[src/rtl/msb_pkg.sv]
// Shared widths and mode encoding for the first-one detector.
// Combinational helpers only; no state.
// No handshake; consumed at elaboration time.
package msb_pkg;

    localparam logic MODE_MSB = 1'b0;
    localparam logic MODE_LSB = 1'b1;

    // Width needed to hold a 1-based bit position 0..dw inclusive.
    function automatic int pos_w(input int dw);
        return $clog2(dw) + 1;
    endfunction

    // Local bit index inside one segment; never narrower than one bit.
    function automatic int seg_idx_w(input int seg_w);
        return (seg_w > 1) ? $clog2(seg_w) : 1;
    endfunction

endpackage

[src/rtl/seg_prio_enc.sv]
// Priority encoder for one segment: highest or lowest set bit plus a non-zero flag.
// Latency: purely combinational.
// Backpressure: none; the enclosing pipeline registers its outputs.
module seg_prio_enc
    import msb_pkg::*;
#(
    parameter  int SEG_W = 8,
    localparam int IDX_W = seg_idx_w(SEG_W)
) (
    input  logic [SEG_W-1:0] seg,
    input  logic             lsb_mode,
    output logic             nz,
    output logic [IDX_W-1:0] idx
);

    // The last match of the scan wins, so the scan direction picks the end.
    always_comb begin
        nz  = |seg;
        idx = '0;
        if (lsb_mode == MODE_LSB) begin
            for (int i = SEG_W - 1; i >= 0; i--) begin
                if (seg[i]) begin
                    idx = IDX_W'(i);
                end
            end
        end else begin
            for (int i = 0; i < SEG_W; i++) begin
                if (seg[i]) begin
                    idx = IDX_W'(i);
                end
            end
        end
    end

endmodule

[src/rtl/msb_detector_pipe.sv]
// Two-stage first-one detector: per-segment encoders, then segment select and position add.
// Latency: word accepted at edge N is transferred downstream at edge N+2.
// Backpressure: two-entry pipeline; in_ready follows out_ready combinationally once both stages are full.
module msb_detector_pipe
    import msb_pkg::*;
#(
    parameter  int DW_IN = 512,
    parameter  int SEG_W = 8,
    localparam int POS_W = pos_w(DW_IN)
) (
    input  logic             clk,
    input  logic             rst_n,
    input  logic             in_valid,
    output logic             in_ready,
    input  logic [DW_IN-1:0] in_data,
    input  logic             in_lsb_mode,
    output logic             out_valid,
    input  logic             out_ready,
    output logic [POS_W-1:0] out_pos,
    output logic             out_found
);

    localparam int NSEG   = DW_IN / SEG_W;
    localparam int IDX_W  = seg_idx_w(SEG_W);
    localparam int SEGK_W = (NSEG > 1) ? $clog2(NSEG) : 1;

    logic [NSEG-1:0]            seg_nz;
    logic [NSEG-1:0][IDX_W-1:0] seg_idx;

    logic [NSEG-1:0]            s1_nz;
    logic [NSEG-1:0][IDX_W-1:0] s1_idx;
    logic                       s1_mode;
    logic                       s1_valid;

    logic                       ready_en;
    logic                       s2_load;
    logic                       s1_load;
    logic                       in_fire;

    logic [SEGK_W-1:0]          sel_seg;
    logic [IDX_W-1:0]           sel_idx;
    logic                       sel_found;
    logic [POS_W-1:0]           sel_pos;

    for (genvar k = 0; k < NSEG; k++) begin : g_seg
        seg_prio_enc #(
            .SEG_W    (SEG_W)
        ) u_enc (
            .seg      (in_data[k*SEG_W +: SEG_W]),
            .lsb_mode (in_lsb_mode),
            .nz       (seg_nz[k]),
            .idx      (seg_idx[k])
        );
    end

    // S2 drains and S1 refills on the same edge, so a flowing pipe never bubbles.
    assign s2_load  = !out_valid || out_ready;
    assign s1_load  = !s1_valid || s2_load;
    assign in_ready = s1_load && ready_en;
    assign in_fire  = in_valid && in_ready;

    // Holds in_ready low through reset and for the edge that releases it.
    always_ff @(posedge clk or negedge rst_n) begin
        if (!rst_n) begin
            ready_en <= 1'b0;
        end else begin
            ready_en <= 1'b1;
        end
    end

    always_ff @(posedge clk or negedge rst_n) begin
        if (!rst_n) begin
            s1_valid <= 1'b0;
            s1_mode  <= MODE_MSB;
            s1_nz    <= '0;
            s1_idx   <= '0;
        end else if (s1_load) begin
            s1_valid <= in_fire;
            if (in_fire) begin
                s1_mode <= in_lsb_mode;
                s1_nz   <= seg_nz;
                s1_idx  <= seg_idx;
            end
        end
    end

    always_comb begin
        sel_seg   = '0;
        sel_idx   = '0;
        sel_found = 1'b0;
        if (s1_mode == MODE_LSB) begin
            for (int k = NSEG - 1; k >= 0; k--) begin
                if (s1_nz[k]) begin
                    sel_seg   = SEGK_W'(k);
                    sel_idx   = s1_idx[k];
                    sel_found = 1'b1;
                end
            end
        end else begin
            for (int k = 0; k < NSEG; k++) begin
                if (s1_nz[k]) begin
                    sel_seg   = SEGK_W'(k);
                    sel_idx   = s1_idx[k];
                    sel_found = 1'b1;
                end
            end
        end
    end

    // SEG_W is a power of two, so k*SEG_W is a shift; the result tops out at DW_IN.
    always_comb begin
        sel_pos = '0;
        if (sel_found) begin
            sel_pos = (POS_W'(sel_seg) << IDX_W) + POS_W'(sel_idx) + POS_W'(1);
        end
    end

    always_ff @(posedge clk or negedge rst_n) begin
        if (!rst_n) begin
            out_valid <= 1'b0;
            out_pos   <= '0;
            out_found <= 1'b0;
        end else if (s2_load) begin
            out_valid <= s1_valid;
            if (s1_valid) begin
                out_pos   <= sel_pos;
                out_found <= sel_found;
            end
        end
    end

endmodule

[config.mk]
export PLATFORM = sky130hd
export DESIGN_NAME = msb_detector_pipe
export DESIGN_NICKNAME = d
export VERILOG_FILES = /design/src/rtl/msb_pkg.sv /design/src/rtl/seg_prio_enc.sv /design/src/rtl/msb_detector_pipe.sv
export SDC_FILE = /design/constraint.sdc
export NUM_CORES = 1
export LEC_CHECK = 0
export ABC_AREA = 1
export BUFFER_PORTS_ARGS = -buffer_cell sky130_fd_sc_hd__buf_2
export CORE_ASPECT_RATIO = 1.2
export CORE_MARGIN = 1
export CORE_UTILIZATION = 35
export CTS_BUF_LIST = sky130_fd_sc_hd__clkbuf_4
export DETAILED_ROUTE_END_ITERATION = 8
export GPL_TIMING_DRIVEN = 0
export PLACE_DENSITY_LB_ADDON = 0.08
export SYNTH_ARGS = -nofsm -noshare
export SYNTH_HDL_FRONTEND = slang
export SYNTH_SLANG_ARGS = --single-unit
[constraint.sdc]
create_clock -name clk -period 6.75 [get_ports clk]
set_clock_uncertainty 0.05 [all_clocks]
set_input_delay 0.3375 -clock clk [delete_from_list [all_inputs] [get_ports clk]]
set_output_delay 0.3375 -clock clk [all_outputs]
set_load 0.05 [all_outputs]
# == After elaboration in Yosys (flattened, before gate mapping) ==
# Cells that the tools add are included.
# classes
bitwise,0
add_sub_neg,2
shifts,0
mux,1411
magnitude_cmp,0
n_reduce_logical,72
eq_ne,0
n_mul,0
div_mod_pow,0
# ops
cell,n
two-way mux 3 bit,961
two-way mux 6 bit,127
OR reduction 8 bit,64
two-way mux 2 bit,128
two-way mux 1 bit,194
adder 10 x 1 -> 10 bit (second input constant),1
adder 9 x 3 -> 10 bit,1
two-way mux 10 bit,1
AND reduction 2 bit,2
logical AND 1 bit,2
logical NOT 1 bit,2
logical OR 1 bit,2
# totals
in_bits,517
elab_cells,1556
mem_count,0
output_inout_bits,13
ramBits,0
latchBits,0
regBits,271
romBits,0

# == Longest topological paths before layout ==
# logic_depth
ltp_word,68
ltp_mapped,74

# == Modules after synthesis ==
# Synthesis repeated with hierarchy kept, for this count alone.
# hier_totals
cells_unflattened,4563
hier_area_um2,26350.3
# modules_own_cells
mod,area_per_inst_um2,seq_area_each_um2,cells_per_inst,instances
msb_detector_pipe,15860.2,6781.5,2067,1
seg_prio_enc,163.9,0.0,39,64

# == Worst setup path after synthesis ==
# Ideal clock, no wire load.
# synth_timing
path_type,register to register
start,reg s1_nz[3]
end,reg out_pos[8]
arrival_time_ns,4.333
synth_period_minus_slack_ns,4.501
stages_incl_launch_ff,72
path_slack_ns,2.249
required_time_ns,6.582
setup_time_ns,0.118
path_cell_list,dfrtp_1 -> nor2_1 -> nand2_1 -> nand2_1 -> nand2_1 -> nand2_1 -> nand2_1 -> nand2_1 -> nand2_1 -> nand2_1 -> nand2_1 -> nand2_1 -> nand2_1 -> nand2_1 -> nand2_1 -> nand2_1 -> nand2_1 -> nand2_1 -> [... 36 more ...] -> nand2_1 -> nand2_1 -> nand2_1 -> nand2_1 -> nand2_1 -> nand2_1 -> nand2_1 -> nand2_1 -> nand2_1 -> nand2_1 -> nand2_1 -> nand2_2 -> inv_1 -> ha_1 -> nand3_1 -> nand2_1 -> nand3_1 -> nand2_1
# synth_via
elab_chain_len,65
word_cells_on_any_way,201
classes_between,add/sub (2); mux (199)
# synth_lines
item,line_no,source
"start, declared",msb_detector_pipe.sv:30,logic [NSEG-1:0] s1_nz;
"start signal, assigned",msb_detector_pipe.sv:81,s1_nz <= seg_nz;
two-way mux 3 bit / two-way mux 6 bit (equally long branches) (61 in a row),msb_detector_pipe.sv:101,if (s1_nz[k]) begin
two-way mux 3 bit / two-way mux 6 bit (equally long branches),msb_detector_pipe.sv:91,if (s1_mode == MODE_LSB) begin
adder 9 x 3 -> 10 bit,msb_detector_pipe.sv:114,sel_pos = (POS_W'(sel_seg) << IDX_W) + POS_W'(sel_idx) + POS_W'(1);
adder 10 x 1 -> 10 bit,msb_detector_pipe.sv:114,
two-way mux 10 bit (*),msb_detector_pipe.sv:113,if (sel_found) begin
"end signal, assigned",msb_detector_pipe.sv:126,out_pos <= sel_pos;
"end, declared",msb_detector_pipe.sv:19,"output logic [POS_W-1:0] out_pos,"
# Every way passes the cells marked *; elsewhere a longest branch is shown, timed or not.
# A chain may end at the register's enable or synchronous reset.

# == Worst setup path in the final report ==
# layout_timing
start,reg s1_nz[54]
end,reg out_pos[8]
# layout_via
elab_chain_len,59
word_cells_on_any_way,201
classes_between,add/sub (2); mux (199)
# layout_lines
item,line_no,source
two-way mux 3 bit / two-way mux 6 bit (equally long branches) (55 in a row),msb_detector_pipe.sv:93,if (s1_nz[k]) begin
two-way mux 3 bit / two-way mux 6 bit (equally long branches),msb_detector_pipe.sv:91,
adder 9 x 3 -> 10 bit,msb_detector_pipe.sv:114,
adder 10 x 1 -> 10 bit,msb_detector_pipe.sv:114,
two-way mux 10 bit (*),msb_detector_pipe.sv:113,
# Marks and branches as above.

==> results.json <==
{
  "ant_nets": 0,
  "drt_iter0_markers": 1861,
  "drt_pre_antenna_iters": 5,
  "clk_pin_slew_ns": 0.07,
  "wire_per_inst_um": 17.7,
  "power.total_uw": 6130,
  "async_reset_ff_share_pct": 100,
  "ys_warn_count": 0,
  "dieArea_um2": 66200,
  "core_um2": 64400,
  "antenna_found_initial": 10,
  "drt-total-wl_um": 105000,
  "crit_fanout": 7,
  "grt_usage_pct": 30.9,
  "power.density_nw_per_um2": 181,
  "syn_nets": 4314,
  "stdcell_count": 5928,
  "min_path_type": "in2reg",
  "cts-root-buf": "clkbuf_4",
  "grt_pass1_vias": 29271,
  "max_stage_delay_ns": 0.47,
  "die_h_um": 282,
  "netlist-cell-type-count": 42,
  "grt_start_max_net_pins": 113,
  "final-max-slew-violation-count": 0,
  "cts_tree": "done",
  "layout_min_cycle_time_ns": 5.98,
  "vias_per_cell": 5.02,
  "critPathSlowestCell": "dfrtp_1",
  "io_buffer_count": 529,
  "numPlacedInstances": 5159,
  "crit_type": "reg2reg",
  "nFillCells": 6803,
  "worst_slew_pin_slew_ns": 1.44,
  "nNetsFinal": 5550,
  "synth_edf_count": 0,
  "finalSetupViolCount": 0,
  "grt_overflow": 0,
  "cts_num_sinks": 271,
  "maxCapViolations": 0,
  "rsz0062_at_grt": "false",
  "crit_path_end_kind": "register",
  "htree_num_levels": 3,
  "clock_path_buffers": 3,
  "hold_viol": 0,
  "drive_gt1_share_pct": 16.8,
  "start_kind": "register",
  "synth.most_common_cell": "nand2_1",
  "cts_buffers": 81,
  "final_cell_area_um2": 33800,
  "syn_to_final_growth_pct": 48.1,
  "ios": 530,
  "synth.yosys.seq_area_share_pct": 29.7,
  "max_clock_freq_mhz": 167,
  "netlist_area_um2": 22800,
  "placed_area_um2": 26600,
  "gp_congestion": 0.920,
  "max-vdd-ir-drop_mv": 0.0932,
  "initial_utilization_pct": 35.4,
  "crit_required_ns": 7.39,
  "ys_top_cells_by_count": "1,025 x nand2_1, 597 x o21ai_0, 559 x inv_1, 354 x nor2_1, 271 x dfrtp_1",
  "syn_inst": 3796,
  "yosysTopAreaCellShare_pct": 29.7,
  "avgSynthCellArea_um2": 6.01,
  "hpwl_um": 76900,
  "status": "complete, no violations",
  "maxSlewHeadroom_pct": 4.08,
  "vias": 29734,
  "period_share_pct": 88.6,
  "ys_seq_elements": 271,
  "drc": 0,
  "cpMostUsedCell": "nand2_1",
  "clk_latency_ns": 0.80,
  "crit_arrival_ns": 6.62,
  "die_width_um": 235,
  "synth.area.top_cells": "dfrtp_1 30%, nand2_1 17%, o21ai_0 13%, inv_1 9.2%, nor2_1 5.8%",
  "rows": 102,
  "grt_pass1_wl_um": 159000,
  "yosys_most_used_dff": "dfrtp_1",
  "power_leakage_uw": 0.0170,
  "yosys.area.top_type": "dfrtp_1"
}
==> area by class of cell <==
| type | count | area [µm²] | area share, % |
|---|---|---|---|
| Multi-Input combinational cell | 2822 | 13300 | 39.5 |
| Timing Repair Buffer | 1153 | 8940 | 26.5 |
| Sequential cell | 271 | 6780 | 20.1 |
| Inverter | 602 | 2290 | 6.78 |
| Tap cell | 832 | 1040 | 3.08 |
| Clock buffer | 117 | 878 | 2.60 |
| Buffer | 101 | 419 | 1.24 |
| Clock inverter | 25 | 95.1 | 0.281 |
| Antenna cell | 5 | 12.5 | 0.0370 |
==> worst paths after layout <==
kind | startpoint | to | slack, ns | cells past startpoint
worst min-delay path | in_data[292] | s1_idx[109] | 0.07 | 5
min in group asynchronous | rst_n | s1_idx[188] | 0.55 | 3
worst min register to register | s1_idx[122] | s1_idx[122] | 0.43 | 2
worst max-delay path | s1_nz[54] | out_pos[8] | 0.77 | 65
max in group asynchronous | rst_n | s1_idx[19] | 4.33 | 4
worst max register to register | s1_nz[54] | out_pos[8] | 0.77 | 65
==> power by group <==
| part | switching, µW | leakage, µW | internal (µW) |
|---|---|---|---|
| clock network | 798 | 0.000585 | 792 |
| registers | 195 | 0.00327 | 1890 |
| logic | 1440 | 0.0131 | 1010 |
| total | 2440 | 0.0170 | 3690 |
==> state kept, by name, summed over array words and instances, names as in the netlist <==
signal     flops
s1_mode        1
out_valid      1
s1_idx       192
ready_en       1
s1_valid       1
s1_nz         64
out_found      1
out_pos       10
==> stage by stage <==
stage / TNS, ns / utilization (%) / hold WS [ns] / setup slack, ns
floorplan: 0 / - / -0.00809 / 2.25
global placement: -47.36 / 41.1 / 0.409 / -0.217
detailed placement: 0 / 41.2 / 0.286 / 0.792
CTS: 0 / 52.4 / 0.000511 / 0.765
global route: 0 / 52.4 / 0.0606 / 0.0248
finish: 0 / 52.4 / 0.0659 / 0.770
==> timing repair <==
| action | 4_1_cts | 5_1_grt |
|---|---|---|
| setup buffers | 0 | 0 |
| resized for setup | 0 | 1 |
| hold endpoints to repair | 482 | 0 |
| setup endpoints to repair | 0 | 1 |
| hold buffers | 622 | 0 |
==> logic make-up (layout without fill, tap and decap cells) <==
| logic type | Yosys count | in the layout | synth area share (%) |
|---|---|---|---|
| fa+ha+maj | 1 | 1 | 0.0548 |
| other cells | 1 | 6 | 0.0164 |
| flops | 271 | 271 | 29.7 |
| simple gates | 1782 | 1782 | 32.6 |
| compound gates | 1038 | 1038 | 25.7 |
| buf+inv | 703 | 1998 | 11.9 |
==> cell usage in the layout, fill, tap and decap left out, drive strengths merged <==
cell type / instances
nand2: 1030
dlygate4sd3: 622
o21ai: 608
inv: 599
buf: 546
nor2: 383
dfrtp: 271
a21oi: 221
clkbuf: 202
nand3: 153
or2: 139
nor3: 66
a221o: 45
o21bai: 33
o211ai: 30
clkinv: 26
o221ai: 22
a22oi: 19
o31ai: 19
a31oi: 18
o41ai: 17
nand4: 8
diode: 5
nor4: 3
a221oi: 2
a21o: 2
bufinv: 2
a2bb2oi: 1
dlygate4sd1: 1
a22o: 1
ha: 1
conb: 1
==> critical path: cells and delay by family (launching register included) <==
kind	cells	cell delay [ns]
AO/OA/AOI/OAI	4	0.46
adder cells (fa/ha/maj)	1	0.27
buffers and inverters	2	0.17
flip-flops	1	0.47
AND/OR/NAND/NOR	58	4.46
==> metal layers <==
metal | GRT usage [%] | share of wire, % | wire length [µm] | vias up
met5 | 0 | 0.054 | 57 | -
met4 | 11.7 | 3.1 | 3290 | 8
met3 | 4.27 | 5.1 | 5380 | 160
met2 | 54.8 | 49 | 50800 | 938
met1 | 38.0 | 43 | 45100 | 13740
li1 | - | - | - | 14888
(Power assumes the default switching activity.)
